<file path="config.mk">
export PLATFORM = sky130hd
export DESIGN_NAME = jt51_lfo_bank_flat
export DESIGN_NICKNAME = d
export VERILOG_FILES = /design/src/rtl/jt51_lfo_pkg.sv /design/src/rtl/jt51_lfo_bank_if.sv /design/src/rtl/jt51_lfo_shape.sv /design/src/rtl/jt51_lfo_bank.sv /design/src/flat_wrapper.sv
export SDC_FILE = /design/constraint.sdc
export NUM_CORES = 1
export LEC_CHECK = 0
export CAP_MARGIN = 25
export CORE_ASPECT_RATIO = 1.1
export CORE_MARGIN = 5
export CORE_UTILIZATION = 56
export CTS_BUF_LIST = sky130_fd_sc_hd__clkbuf_16
export DETAILED_ROUTE_END_ITERATION = 7
export HOLD_SLACK_MARGIN = 0.08
export PLACE_DENSITY = 0.84
export SLEW_MARGIN = 20
export SYNTH_ARGS = -nofsm -noshare
export SYNTH_HDL_FRONTEND = slang
export SYNTH_SLANG_ARGS = --single-unit
</file>
<file path="constraint.sdc">
create_clock -name clk -period 9.4 [get_ports clk]
set_clock_uncertainty 0.2 [all_clocks]
set_input_delay 1.88 -clock clk [delete_from_list [all_inputs] [get_ports clk]]
set_output_delay 1.88 -clock clk [all_outputs]
set_load 0.05 [all_outputs]
</file>
<file path="src/rtl/jt51_lfo_pkg.sv">
// Shared types, LFSR constants and helpers for the JT51 LFO bank.
package jt51_lfo_pkg;

   typedef enum logic [1:0] {
      SAW    = 2'd0,
      SQUARE = 2'd1,
      TRIANG = 2'd2,
      NOISE  = 2'd3
   } lfo_wave_e;

   localparam int                LFSR_W      = 17;
   localparam logic [LFSR_W-1:0] LFSR_SEED   = 17'h1;
   localparam int                LFSR_TAP_HI = 16;
   localparam int                LFSR_TAP_LO = 13;

   // One serviced channel's result, held for a single cen before reaching the outputs
   typedef struct packed {
      logic       wrap;
      logic [7:0] am;
      logic [7:0] pm;
   } lfo_res_t;

   function automatic logic [31:0] lfo_inc(input logic [7:0] freq, input int pw);
      logic [31:0] v;
      v = (freq == 8'd0) ? 32'd0 : ({27'd0, 1'b1, freq[3:0]} << freq[7:4]);
      if (pw < 32) v = v & ((32'd1 << pw) - 32'd1);
      return v;
   endfunction

   // x^17 + x^14 + 1, shifting towards the MSB
   function automatic logic [LFSR_W-1:0] lfsr_step(input logic [LFSR_W-1:0] s);
      return {s[LFSR_W-2:0], s[LFSR_TAP_HI] ^ s[LFSR_TAP_LO]};
   endfunction

endpackage

</file>
<file path="src/rtl/jt51_lfo_bank_if.sv">
// Control, config-write and modulation-output bundle of the LFO bank.
// The sync vector exists only when JT51_LFO_SYNC_EN is defined.
interface jt51_lfo_bank_if #(
   parameter int CH = 2,
   parameter int CW = (CH > 1) ? $clog2(CH) : 1
);
   logic                cen;
   logic                wr;
   logic [CW-1:0]       wr_ch;
   logic [1:0]          wr_sel;
   logic [7:0]          wr_data;
`ifdef JT51_LFO_SYNC_EN
   logic [CH-1:0]       sync;
`endif
   logic [CH-1:0]       lfo_clk;
   logic [8*CH-1:0]     am;
   logic [8*CH-1:0]     pm;
   logic                out_valid;
   logic [CW-1:0]       out_ch;

   modport master (
      output cen, wr, wr_ch, wr_sel, wr_data,
`ifdef JT51_LFO_SYNC_EN
      output sync,
`endif
      input  lfo_clk, am, pm, out_valid, out_ch
   );

   modport slave (
      input  cen, wr, wr_ch, wr_sel, wr_data,
`ifdef JT51_LFO_SYNC_EN
      input  sync,
`endif
      output lfo_clk, am, pm, out_valid, out_ch
   );
endinterface

</file>
<file path="src/rtl/jt51_lfo_shape.sv">
// Waveform lookup and AM/PM depth scaling for one LFO phase sample.
module jt51_lfo_shape
   import jt51_lfo_pkg::*;
(
   input  logic [7:0] p_i,
   input  lfo_wave_e  wave_i,
   input  logic [7:0] noise_i,
   input  logic [6:0] amd_i,
   input  logic [6:0] pmd_i,
   output logic [7:0] am_o,
   output logic [7:0] pm_o
);
   logic [7:0]         w;
   logic [15:0]        am_prod;
   logic signed [15:0] pm_prod;

   always_comb begin
      unique case (wave_i)
         SAW:     w = p_i;
         SQUARE:  w = p_i[7] ? 8'h00 : 8'hFF;
         TRIANG:  w = p_i[7] ? ~{p_i[6:0], 1'b0} : {p_i[6:0], 1'b0};
         default: w = noise_i;
      endcase
   end

   // PM treats the sample as offset-binary, centred on 0x80
   assign am_prod = {8'd0, w} * {9'd0, amd_i};
   assign pm_prod = $signed(w ^ 8'h80) * $signed({1'b0, pmd_i});

   assign am_o = 8'(am_prod >> 7);
   assign pm_o = (pmd_i == 7'd0) ? 8'h00 : 8'(pm_prod >>> 7);

endmodule

</file>
<file path="src/rtl/jt51_lfo_bank.sv">
// CH-channel LFO bank: one phase/shape datapath shared round-robin, one channel per cen.
// Define JT51_LFO_SYNC_EN to add per-channel sync inputs that zero a channel's phase.
module jt51_lfo_bank
   import jt51_lfo_pkg::*;
#(
   parameter int CH = 2,
   parameter int PW = 24,
   parameter int CW = (CH > 1) ? $clog2(CH) : 1
) (
   input  logic           clk,
   input  logic           rst,
   jt51_lfo_bank_if.slave bus
);
   // per-channel configuration
   logic [7:0]    freq_q  [CH];
   logic [6:0]    amd_q   [CH];
   logic [6:0]    pmd_q   [CH];
   lfo_wave_e     wave_q  [CH];
   logic          wr_ok;

   // per-channel oscillator state and shared LFSR
   logic [PW-1:0]     phase_q [CH];
   logic [7:0]        noise_q [CH];
   logic [LFSR_W-1:0] lfsr_q;
   logic [CW-1:0]     slot_q, slot_d;

   // shared service datapath
   logic [PW-1:0] inc;
   logic [PW:0]   sum;
   logic          wrap;
   logic [PW-1:0] nphase;
   logic [7:0]    nnoise;
   logic [7:0]    shp_am, shp_pm;

   // result stage and output registers
   logic [1:0]          vld_pipe_q;
   lfo_res_t            res_q, res_d;
   logic [CW-1:0]       res_ch_q, out_ch_q;
   logic [CH-1:0]       lfo_clk_q, lfo_clk_d;
   logic [CH-1:0][7:0]  am_q, pm_q;

`ifdef JT51_LFO_SYNC_EN
   logic [CH-1:0] pend_q, pend_d;

   // a sync landing on the serviced channel's own tick survives to the next visit
   always_comb begin
      pend_d = pend_q;
      if (bus.cen) pend_d[slot_q] = 1'b0;
      pend_d = pend_d | bus.sync;
   end

   always_ff @(posedge clk or posedge rst) begin
      if (rst) pend_q <= '0;
      else     pend_q <= pend_d;
   end
`endif

   assign wr_ok = bus.wr && (int'(bus.wr_ch) < CH);

   always_ff @(posedge clk or posedge rst) begin
      if (rst) begin
         for (int i = 0; i < CH; i++) begin
            freq_q[i] <= '0;
            amd_q[i]  <= '0;
            pmd_q[i]  <= '0;
            wave_q[i] <= SAW;
         end
      end else if (wr_ok) begin
         unique case (bus.wr_sel)
            2'd0:    freq_q[bus.wr_ch] <= bus.wr_data;
            2'd1:    amd_q[bus.wr_ch]  <= bus.wr_data[6:0];
            2'd2:    pmd_q[bus.wr_ch]  <= bus.wr_data[6:0];
            default: wave_q[bus.wr_ch] <= lfo_wave_e'(bus.wr_data[1:0]);
         endcase
      end
   end

   assign slot_d = (int'(slot_q) == CH - 1) ? '0 : slot_q + 1'b1;

   // noise byte reloads on wrap and that same tick's sample already sees the new byte
   always_comb begin
      inc    = PW'(lfo_inc(freq_q[slot_q], PW));
      sum    = {1'b0, phase_q[slot_q]} + {1'b0, inc};
      wrap   = sum[PW];
      nphase = sum[PW-1:0];
      nnoise = wrap ? lfsr_q[7:0] : noise_q[slot_q];
`ifdef JT51_LFO_SYNC_EN
      if (pend_q[slot_q]) begin
         nphase = '0;
         nnoise = '0;
         wrap   = 1'b0;
      end
`endif
   end

   jt51_lfo_shape u_shape (
      .p_i     (nphase[PW-1 -: 8]),
      .wave_i  (wave_q[slot_q]),
      .noise_i (nnoise),
      .amd_i   (amd_q[slot_q]),
      .pmd_i   (pmd_q[slot_q]),
      .am_o    (shp_am),
      .pm_o    (shp_pm)
   );

   always_ff @(posedge clk or posedge rst) begin
      if (rst) begin
         slot_q <= '0;
         lfsr_q <= LFSR_SEED;
         for (int i = 0; i < CH; i++) begin
            phase_q[i] <= '0;
            noise_q[i] <= '0;
         end
      end else if (bus.cen) begin
         slot_q          <= slot_d;
         lfsr_q          <= lfsr_step(lfsr_q);
         phase_q[slot_q] <= nphase;
         noise_q[slot_q] <= nnoise;
      end
   end

   always_comb begin
      res_d = '{wrap: wrap, am: shp_am, pm: shp_pm};
      lfo_clk_d = '0;
      if (vld_pipe_q[0] && res_q.wrap) lfo_clk_d[res_ch_q] = 1'b1;
   end

   // results surface one cen after their service tick
   always_ff @(posedge clk or posedge rst) begin
      if (rst) begin
         vld_pipe_q <= '0;
         res_q      <= '0;
         res_ch_q   <= '0;
         out_ch_q   <= '0;
         lfo_clk_q  <= '0;
         am_q       <= '0;
         pm_q       <= '0;
      end else if (bus.cen) begin
         vld_pipe_q <= {vld_pipe_q[0], 1'b1};
         res_q      <= res_d;
         res_ch_q   <= slot_q;
         out_ch_q   <= res_ch_q;
         lfo_clk_q  <= lfo_clk_d;
         if (vld_pipe_q[0]) begin
            am_q[res_ch_q] <= res_q.am;
            pm_q[res_ch_q] <= res_q.pm;
         end
      end
   end

   assign bus.lfo_clk   = lfo_clk_q;
   assign bus.am        = am_q;
   assign bus.pm        = pm_q;
   assign bus.out_valid = vld_pipe_q[1];
   assign bus.out_ch    = out_ch_q;

endmodule

</file>
<file path="src/flat_wrapper.sv">
// flat-port wrapper written by rule: the top's interface ports become plain ports
module jt51_lfo_bank_flat import jt51_lfo_pkg::*;
#(
   parameter int CH = 2,
   parameter int PW = 24,
   parameter int CW = (CH > 1) ? $clog2(CH) : 1
)
  (clk, rst, bus_cen, bus_wr, bus_wr_ch, bus_wr_sel, bus_wr_data, bus_lfo_clk, bus_am, bus_pm, bus_out_valid, bus_out_ch);
  jt51_lfo_bank_if #(.CH(CH), .CW(CW)) bus_i ();
  input  logic clk;
  input  logic rst;
  input wire logic [$bits(bus_i.cen)-1:0] bus_cen;
  input wire logic [$bits(bus_i.wr)-1:0] bus_wr;
  input wire logic [$bits(bus_i.wr_ch)-1:0] bus_wr_ch;
  input wire logic [$bits(bus_i.wr_sel)-1:0] bus_wr_sel;
  input wire logic [$bits(bus_i.wr_data)-1:0] bus_wr_data;
  output wire logic [$bits(bus_i.lfo_clk)-1:0] bus_lfo_clk;
  output wire logic [$bits(bus_i.am)-1:0] bus_am;
  output wire logic [$bits(bus_i.pm)-1:0] bus_pm;
  output wire logic [$bits(bus_i.out_valid)-1:0] bus_out_valid;
  output wire logic [$bits(bus_i.out_ch)-1:0] bus_out_ch;
  assign bus_i.cen = bus_cen;
  assign bus_i.wr = bus_wr;
  assign bus_i.wr_ch = bus_wr_ch;
  assign bus_i.wr_sel = bus_wr_sel;
  assign bus_i.wr_data = bus_wr_data;
  assign bus_lfo_clk = bus_i.lfo_clk;
  assign bus_am = bus_i.am;
  assign bus_pm = bus_i.pm;
  assign bus_out_valid = bus_i.out_valid;
  assign bus_out_ch = bus_i.out_ch;
  jt51_lfo_bank #(.CH(CH), .PW(PW), .CW(CW)) u_core (.clk(clk), .rst(rst), .bus(bus_i));
endmodule
</file>
== After elaboration in Yosys (flattened, before gate mapping) ==
Index checks and enable logic that the tools add are counted.
Cells by class
  reduce and logical (&&, ||, !) cells: 14
  $lt $le $gt $ge: 6
  bitwise operators: 6
  shift operators: 1
  multiplexer cells: 48
  $add $sub $neg: 2
  eq/ne operators: 4
  div/mod/pow operators: 0
  $mul: 2
Operators by type and width (count)
  24-bit 2-to-1 mux: 5
  8-bit 2-to-1 mux: 13
  16-bit bitwise mux: 4
  7-bit 2-to-1 mux: 7
  48-bit bitwise mux: 1
  14-bit bitwise mux: 2
  24-bit by 24-bit adder with 25-bit output: 1
  24-bit demux with 1-bit select: 1
  8-bit demux with 1-bit select: 3
  8-bit case mux with 3 select lines: 1
  5-bit by 4-bit left shift with 24-bit output: 1
  8-bit by 7-bit multiplier with 15-bit output: 1
  8-bit by 8-bit multiplier with 15-bit output: 1
  2-bit 2-to-1 mux: 5
  2-bit AND reduction: 5
  8-bit zero test: 1
  8-bit inverter: 1
  7-bit demux with 1-bit select: 1
  7-bit zero test: 1
  4-bit bitwise mux: 1
  2-bit by 1-bit == test with 1-bit output, second input constant: 2
  2-bit == test, second input constant: 2
  2-bit greater-or-equal comparator, second input constant: 2
  1-bit logical AND: 4
  12 further kinds: 17
Storage, ports and cells
  flip-flop bits (word level): 185
  memories kept: 0
  bits of input ports: 15
  RAM bits: 0
  bits in read-only memories: 0
  latch bits: 0

== Depth between registers and ports, before layout ==
Gate-level depths: netlist of run 1.
  depth in word-level cells: 13
  depth in mapped cells: 39
  depth with buffers taken out: 34

== By module ==
Synthesis of run 1 repeated with hierarchy kept, for this count alone.
Second synthesis, totals
  cell total of the unflattened synthesis: 1253
  area, all modules: 13337.8 um2
By module, submodules not included
  jt51_lfo_bank: area each 9237.6 um2, times used 1, cells each 782
  jt51_lfo_shape: area each 4100.2 um2, times used 1, cells each 471

== Worst setup path after synthesis of run 1 ==
OpenSTA, ideal clock, no wires.
  path kind: register to register
  start point: reg u_core.slot_q
  end point: reg u_core.res_q[7] (netlist name)
  library setup time: 122 ps
  stages on the path, launching flop included: 36
  arrival time: 9451 ps
  setup slack: -373 ps
  data required time: 9078 ps
  period minus slack after synthesis: 9773 ps
  cells stage by stage: dfrtp_1 > buf_2 > buf_1 > buf_1 > buf_1 > buf_1 > clkbuf_1 > mux2_2 > ha_1 > fa_1 > a211oi_1 > nor3_1 > o211ai_1 > nand2_1 > a21o_1 > a21oi_1 > xor2_1 > xor2_1 > a211oi_1 > a21oi_1 > clkbuf_1 > nor2_1 > fa_1 > inv_1 > fa_1 > fa_1 > inv_1 > fa_1 > ha_1 > o21ai_0 > or4_1 > a211o_1 > a21o_1 > a21o_1 > a31o_2 > a32o_1
On the way
  longest elaborated chain between the ends: 13
  elaborated cells on any way between the ends: 32
  classes of those cells: add/sub (1); mul (1); eq/ne (2); shift (1); mux (21); bitwise (3); reduce/logical (3)
Ends and longest elaborated chain
  start, declared: RTL line jt51_lfo_bank.sv:25  | logic [CW-1:0] slot_q, slot_d;
  start signal, assigned: RTL line jt51_lfo_bank.sv:115  | slot_q <= slot_d;
  1-bit inverter with 2-bit output (not written as such) (*)
  8-bit 2-to-1 mux (not written as such) (3 in series): RTL line jt51_lfo_bank.sv:82  | inc = PW'(lfo_inc(freq_q[slot_q], PW));
  5-bit by 4-bit left shift with 24-bit output or 8-bit zero test (tied branches): RTL line jt51_lfo_pkg.sv:25  | v = (freq == 8'd0) ? 32'd0 : ({27'd0, 1'b1, freq[3:0]} << freq[7:4]);
  24-bit 2-to-1 mux: RTL line jt51_lfo_pkg.sv:25
  24-bit by 24-bit adder with 25-bit output: RTL line jt51_lfo_bank.sv:83  | sum = {1'b0, phase_q[slot_q]} + {1'b0, inc};
  8-bit inverter: RTL line jt51_lfo_shape.sv:21  | TRIANG: w = p_i[7] ? ~{p_i[6:0], 1'b0} : {p_i[6:0], 1'b0};
  8-bit 2-to-1 mux: RTL line jt51_lfo_shape.sv:21
  8-bit case mux with 3 select lines: RTL line jt51_lfo_shape.sv:18  | unique case (wave_i)
  1-bit inverter (no line)
  8-bit by 8-bit multiplier with 15-bit output: RTL line jt51_lfo_shape.sv:28  | assign pm_prod = $signed(w ^ 8'h80) * $signed({1'b0, pmd_i});
  8-bit 2-to-1 mux (*): RTL line jt51_lfo_shape.sv:31  | assign pm_o = (pmd_i == 7'd0) ? 8'h00 : 8'(pm_prod >>> 7);
  end signal, assigned: RTL line jt51_lfo_bank.sv:140  | res_q <= res_d;
  end, declared: RTL line jt51_lfo_bank.sv:37  | lfo_res_t res_q, res_d;
Mark *: on every way between the ends. The rest lies on a longest branch, timed or not. The select of a mux whose other input is x is not followed.
A chain may end at the register's enable or synchronous reset.

== Worst setup path in the final report of run 1 ==
Ends and elaborated chain as after synthesis.

==> reports/results.ini, run 1 <==
[drt]
totalWireLength_um=29070
vias=9709
via_per_inst=5.913
avgRoutedWirePerCell_um=17.71
drc=0
first_iter_violations=792
dr.pass1.iters=5
postRouteAntennaNets=0

[die]
ios=51
core_area_um2=22790
start_util_pct=56.64
die_h_um=169.2
rows=58
die_area_um2=26190
die_w_um=154.8

[synth]
syn_area_um2=12910
syn_avg_cell_area_um2=10.10
synth-edff-count=0
synth_top_flop_cell=dfrtp_1
synth.largest_area_cell=dfrtp_1
synthSimpleGateAreaFrac_pct=12.54
syn_inst=1278
synthXorXnorAreaFrac_pct=2.918
synth_fa_ha_area_share_pct=18.73
muxShareOfSynthArea_pct=13.91
ys_types=67
synth_top_family_by_area=adder cells
synth.most_common_cell=dfrtp_1
ys_ff_latch=185
netlist_top_cells_area=dfrtp_1 36%, mux2_2 11%, fa_1 11%, ha_1 7.6%, nor2_1 3.8%
ys_seq_area_share_pct=35.88
yosysWarnings=0
synth-compound-area-share_pct=11.79
async_flop_share_pct=100.0
synth.top_cell.area_share_pct=35.67
syn-num-nets=1443
synthTopCellsByCount=184 x dfrtp_1, 131 x nor2_1, 130 x mux2_2

[critical_path]
path_buf_inv=7
worstPathMaxFanout=14
arrival_ns=9.22
crit_path_max_incr_delay_ns=0.56
required_ns=9.52
end_kind=register
cp_common_cell=buf_4
crit_family=compound AO/OA/AOI/OAI gates
worstSetupPathType=register to register
crit_slowest_cell=dfrtp_4
worstSetupStartpointType=register

[clock_tree]
clk_latency_ns=0.45
clk_path_buf_depth=2
cts_tree=yes
htree_levels=4
cts_inserted_buffers=17
clk_pin_slew_ns=0.08
root_buffer=clkbuf_16
clock_sinks=185
cts_hold_repair.buffers=0

[global_routing]
grt_pass1_wl_um=49160
grt_max_degree=114
antenna_found_initial=0
track_usage_pct=22.92
grt_pass1_vias=10070
overflow=0

[timing]
period_share_pct=96.75
worstMarginPinSlew_ns=1.031
rsz0062_at_grt=true
slew_headroom_pct=29.33
max_freq_ghz=0.1100
hold_viol=0
finalCriticalPeriod_ns=9.095
drv_slew=0
setup_viol=0

[layout]
drive_gt1_share_pct=18.93
antennaDiodeCount=0
area_growth_pct=12.87
final_area_um2=14570
final_nets=1494

[status]
status=finished clean

[placement]
dp_hpwl_um=20380
port_buffers=50
placed_cell_area_um2=13760
gp_congestion=0.9254

[hold_path]
hp-class=register to register

[run]
max-cap-violations=0

final cells by class:
| cell class | instances | area [um^2] |
|---|---|---|
| sequential | 185 | 4634 |
| timing repair buffer | 80 | 745.7 |
| fill | 1730 | 8218 |
| clock buffer | 17 | 425.4 |
| clock inverter | 15 | 193.9 |
| multi-input combinational | 948 | 7823 |
| tap | 300 | 375.4 |
| inverter | 97 | 371.6 |
state kept, by name, summed over array words and instances, names as in the netlist, 2 cells and up:
name	count
u_core.bus.lfo_clk	2
u_core.wave_q	4
u_core.noise_q	16
u_core.phase_q	48
u_core.bus.am	16
u_core.freq_q	16
u_core.bus.pm	16
u_core.lfsr_q	17
u_core.amd_q	14
u_core.vld_pipe_q	2
u_core.res_q	17
u_core.pmd_q	14
worst register-to-register path: cells and delay by family, from the launching register on:
family                     cells  cell delay (ns)
DFF                            1             0.56
and+or+nand+nor                7             1.91
xor gates and xnor gates       1             0.11
muxes                          1             0.30
AOI/OAI and AO/OA             12             2.61
adders and majority gates      6             2.39
buffers and inverters          7             0.88
placed cells by master (no fill, tap or decap), drive strengths merged, types with 5 or more instances in the layout:
cell type / netlist / layout
xnor2: 22 / 22
xor2: 21 / 21
a31oi: 12 / 12
clkdlybuf4s50: 0 / 49
nand3: 17 / 17
nor3: 13 / 13
ha: 78 / 78
clkbuf: 41 / 17
mux2i: 32 / 32
nor2: 131 / 131
o21ai: 91 / 91
a21o: 19 / 19
a211o: 7 / 7
o211ai: 8 / 8
nor2b: 6 / 6
o21a: 5 / 5
nand4: 9 / 9
fa: 72 / 72
or2: 31 / 31
nand2b: 10 / 10
dfrtp: 184 / 184
o22ai: 7 / 7
a211oi: 11 / 11
nand2: 112 / 112
mux2: 131 / 131
and2: 5 / 5
clkinv: 0 / 5
and3: 6 / 6
buf: 7 / 30
a21oi: 38 / 38
inv: 97 / 105
path summary, 6_finish.rpt:
check,start,end,slack (ns),cells after the start
setup / recovery,u_core.slot_q,u_core.res_q[7],0.31,34
hold / removal,u_core.noise_q[6],u_core.noise_q[6],0.28,2
setup reg to reg,u_core.slot_q,u_core.res_q[7],0.31,34
hold reg to reg,u_core.noise_q[6],u_core.noise_q[6],0.28,2
max in group asynchronous,rst,u_core.slot_q,5.75,3
min in group asynchronous,rst,u_core.freq_q[6],1.77,2
kinds of logic after synthesis:
family | count (synthesis)
adders and majority gates | 150
AOI/OAI and AO/OA | 235
DFF | 185
and+or+nand+nor | 357
buffers and inverters | 145
muxes | 163
xor gates and xnor gates | 43
stage by stage:
step	TNS, ns	utilization [%]	hold WS (ns)	std cells	worst slack, ns
after global placement	0	60.37	0.2547	1600	0.4536
after floorplan	0	-	0.2422	1278	0.01744
final	0	63.94	0.2797	1642	0.3052
after CTS	0	63.09	0.2842	1632	0.09162
after detailed placement	0	60.37	0.2663	1600	0.1630
after global routing	-0.1788	63.94	0.3140	1642	-0.05268
metal layers:
metal	track usage (%)	part of all wire [%]
met4	8.525	2.7
met1	28.90	42
met5	0	0
met2	39.86	51
met3	3.851	5.1
what timing repair did:
item / 4_1_cts / 5_1_grt
buffers inserted: 0 / 6
setup endpoints to repair: 0 / 15
gates resized for setup: 0 / 18
Power of run 1 is left out: the tool's default activity adds up to more than one toggle a clock period on the data nets, which glitch-free logic cannot reach.
==> inputs of run 2 (changes only) <==
--- a/config.mk
+++ b/config.mk
@@ -6,14 +6,14 @@
 export NUM_CORES = 1
 export LEC_CHECK = 0
 export CAP_MARGIN = 25
-export CORE_ASPECT_RATIO = 1.1
 export CORE_MARGIN = 5
-export CORE_UTILIZATION = 56
+export CORE_UTILIZATION = 57
 export CTS_BUF_LIST = sky130_fd_sc_hd__clkbuf_16
 export DETAILED_ROUTE_END_ITERATION = 7
 export HOLD_SLACK_MARGIN = 0.08
-export PLACE_DENSITY = 0.84
+export PLACE_DENSITY = 0.85
 export SLEW_MARGIN = 20
 export SYNTH_ARGS = -nofsm -noshare
 export SYNTH_HDL_FRONTEND = slang
+export SYNTH_HIERARCHICAL = 1
 export SYNTH_SLANG_ARGS = --single-unit
==> reports/results.ini, run 2 <==
[status]
status=finished clean  ; unchanged

[hold_path]
hp-class=register to register  ; unchanged

[clock_tree]
root_buffer=clkbuf_16  ; unchanged
cts_hold_repair.buffers=0  ; unchanged
clk_latency_ns=0.43  ; was 0.45 ns
cts_tree=yes  ; unchanged
cts_inserted_buffers=17  ; unchanged
clock_sinks=185  ; unchanged
clk_path_buf_depth=2  ; unchanged
htree_levels=4  ; unchanged
clk_pin_slew_ns=0.08  ; about the same

[layout]
largest_reg_flops=48  ; unchanged
final_common_cell=mux2_2  ; was dfrtp_1
largest-register=u_core/phase_q  ; was u_core.phase_q
drive_gt1_share_pct=21.93  ; was 18.93%
antennaDiodeCount=0  ; unchanged
final_cell_mix=189 x mux2_2, 183 x dfrtp_1, 99 x nand2_1  ; was 183 x dfrtp_1, 131 x nor2_1, 130 x mux2_2
top_regs=u_core/phase_q x48, u_core/lfsr_q x17, u_core/res_q x17  ; was u_core.phase_q x48, u_core.lfsr_q x17, u_core.res_q x17
finalNonFillerCells=1637  ; was 1,642
final_nets=1470  ; was 1,494
area_growth_pct=11.73  ; was 12.87%

[drt]
via_per_inst=5.768  ; was 5.913
avgRoutedWirePerCell_um=17.65  ; was 17.71 um
vias=9442  ; was 9,709
totalWireLength_um=28890  ; was 29,070 um
first_iter_violations=718  ; was 792
drc=0  ; unchanged
dr.pass1.iters=5  ; unchanged
postRouteAntennaNets=0  ; unchanged

[synth]
syn_avg_cell_area_um2=10.64  ; was 10.10 um^2
syn_area_um2=13340  ; was 12,910 um^2
synth_fa_ha_area_share_pct=18.12  ; was 18.73%
synth.largest_area_cell=dfrtp_1  ; unchanged
syn-num-nets=1418  ; was 1,443
netlist_top_cells_area=dfrtp_1 35%, mux2_2 16%, fa_1 11%, ha_1 7.3%, and2_1 4.1%  ; was dfrtp_1 36%, mux2_2 11%, fa_1 11%, ha_1 7.6%, nor2_1 3.8%
ys_seq_area_share_pct=34.72  ; was 35.88%
synth_top_flop_cell=dfrtp_1  ; unchanged
synth.most_common_cell=mux2_2  ; was dfrtp_1
synthTopCellsByCount=189 x mux2_2, 184 x dfrtp_1, 99 x inv_1, 99 x nand2_1, 87 x and2_1  ; was 184 x dfrtp_1, 131 x nor2_1, 130 x mux2_2
ys_types=73  ; was 67
muxShareOfSynthArea_pct=17.31  ; was 13.91%
yosysWarnings=6  ; was 0
async_flop_share_pct=100.0  ; unchanged
synth-compound-area-share_pct=9.193  ; was 11.79%
synth-edff-count=0  ; unchanged
synthSimpleGateAreaFrac_pct=13.34  ; was 12.54%
synth.top_cell.area_share_pct=34.52  ; was 35.67%
synthXorXnorAreaFrac_pct=3.021  ; was 2.918%
syn_inst=1253  ; was 1,278
ys_ff_latch=185  ; unchanged
synth_top_family_by_area=adder cells  ; unchanged

[die]
rows=56  ; was 58
die_h_um=163.0  ; was 169.2 um
ios=51  ; unchanged
start_util_pct=57.34  ; was 56.64%
core_area_um2=23260  ; was 22,790 um^2
die_w_um=163.0  ; was 154.8 um
die_area_um2=26560  ; was 26,190 um^2

[timing]
setup_viol=0  ; unchanged
worstMarginPinSlew_ns=0.8934  ; was 1.031 ns
tns_ns=0  ; unchanged
drv_slew=0  ; unchanged
slew_headroom_pct=40.27  ; was 29.33%
period_share_pct=96.48  ; was 96.75%
hold_viol=0  ; unchanged
finalCriticalPeriod_ns=9.069  ; was 9.095 ns
max_freq_ghz=0.1103  ; was 0.1100 GHz

[global_routing]
track_usage_pct=22.49  ; was 22.92%
grt_pass1_vias=9980  ; was 10,070
grt_pass1_wl_um=48990  ; was 49,160 um
grt_max_degree=68  ; was 114
antenna_found_initial=0  ; unchanged
overflow=0  ; unchanged

[critical_path]
crit_slowest_cell=fa_1  ; was dfrtp_4
worstSetupStartpointType=register  ; unchanged
worstSetupPathType=register to register  ; unchanged
required_ns=9.52  ; about the same
crit_path_max_incr_delay_ns=0.54  ; was 0.56 ns
arrival_ns=9.19  ; was 9.22 ns
worstPathMaxFanout=14  ; unchanged
end_kind=register  ; unchanged

[placement]
dp_hpwl_um=20900  ; was 20,380 um
dp.cells=1600  ; unchanged
gp_congestion=0.8927  ; was 0.9254
port_buffers=50  ; unchanged

[run]
max-cap-violations=0  ; unchanged

[run 2: cell types whose count changed after synthesis, moves of 7 or more]
cell / before / now
a21oi_1: 37 / 44
a31oi_1: 12 / 3
and2_1: 4 / 87
buf_2: 2 / 11
clkbuf_1: 41 / 29
mux2_2: 130 / 189
mux2i_1: 32 / 18
nand2_1: 112 / 99
nor2_1: 131 / 56
o21ai_0: 89 / 56
or2_2: 31 / 4
xnor2_1: 22 / 29
[run 2: kinds of logic after synthesis]
family,count (synthesis)
AO/OA/AOI/OAI,185
flip-flops,185
XOR/XNOR,46
AND/OR/NAND/NOR,337
multiplexers,207
adder cells (fa/ha/maj),150
buffers and inverters,143
[run 2: worst max-delay path, delay by kind of cell, from the launching register on]
kind            cells  cell delay, ns
compound gates     11            2.60
xor+xnor            2            0.24
fa+ha+maj           6            2.69
buf+inv             8            0.92
flops               1            0.50
mux                 3            0.62
simple gates        6            1.19
[run 2: per-layer routing]
layer	share of wire [%]	vias up	GRT usage, %
li1	-	4419	-
met1	44	4756	30.59
met2	51	230	37.89
met3	3.7	37	2.809
met4	1.5	0	7.091
met5	0	-	0
[run 2: final cells by class]
| type | instances | area [um^2] |
|---|---|---|
| fillers | 1734 | 8361 |
| multi-input cells | 925 | 8193 |
| flip-flops and latches | 185 | 4632 |
| repair buffers | 77 | 718.2 |
| clock buffers | 17 | 425.4 |
| well taps | 319 | 399.1 |
| inverters | 99 | 376.6 |
| clock inverters | 15 | 157.7 |
[run 2: stage by stage]
| step | utilization (%) | cell area, um^2 | hold slack [ns] | setup slack, ns |
|---|---|---|---|---|
| global route | 64.06 | 14900 | 0.3155 | -0.08426 |
| floorplan | - | 13340 | 0.2401 | 0.7967 |
| CTS | 63.65 | 14810 | 0.2826 | 0.1980 |
| detailed placement | 61.14 | 14220 | 0.2652 | 0.2167 |
| global placement | 61.02 | 14190 | 0.2517 | 0.4432 |
| finish | 64.06 | 14900 | 0.2775 | 0.3305 |
[run 2: timing repair]
action / 4_1_cts / 5_1_grt
resized for setup: 0 / 15
endpoints found under the setup margin: 0 / 12
setup buffers: 0 / 5
[run 2: worst paths after layout]
kind / start / to / slack (ns) / depth (start not counted)
setup / recovery: u_core/slot_q / u_core/res_q[15] / 0.33 / 36
hold / removal: u_core/phase_q[37] / u_core/phase_q[37] / 0.28 / 2
setup reg to reg: u_core/slot_q / u_core/res_q[15] / 0.33 / 36
hold reg to reg: u_core/phase_q[37] / u_core/phase_q[37] / 0.28 / 2
max in group asynchronous: rst / u_core/slot_q / 5.93 / 3
min in group asynchronous: rst / u_core/lfsr_q[10] / 1.68 / 2
Power of run 2 is left out for the same reason.
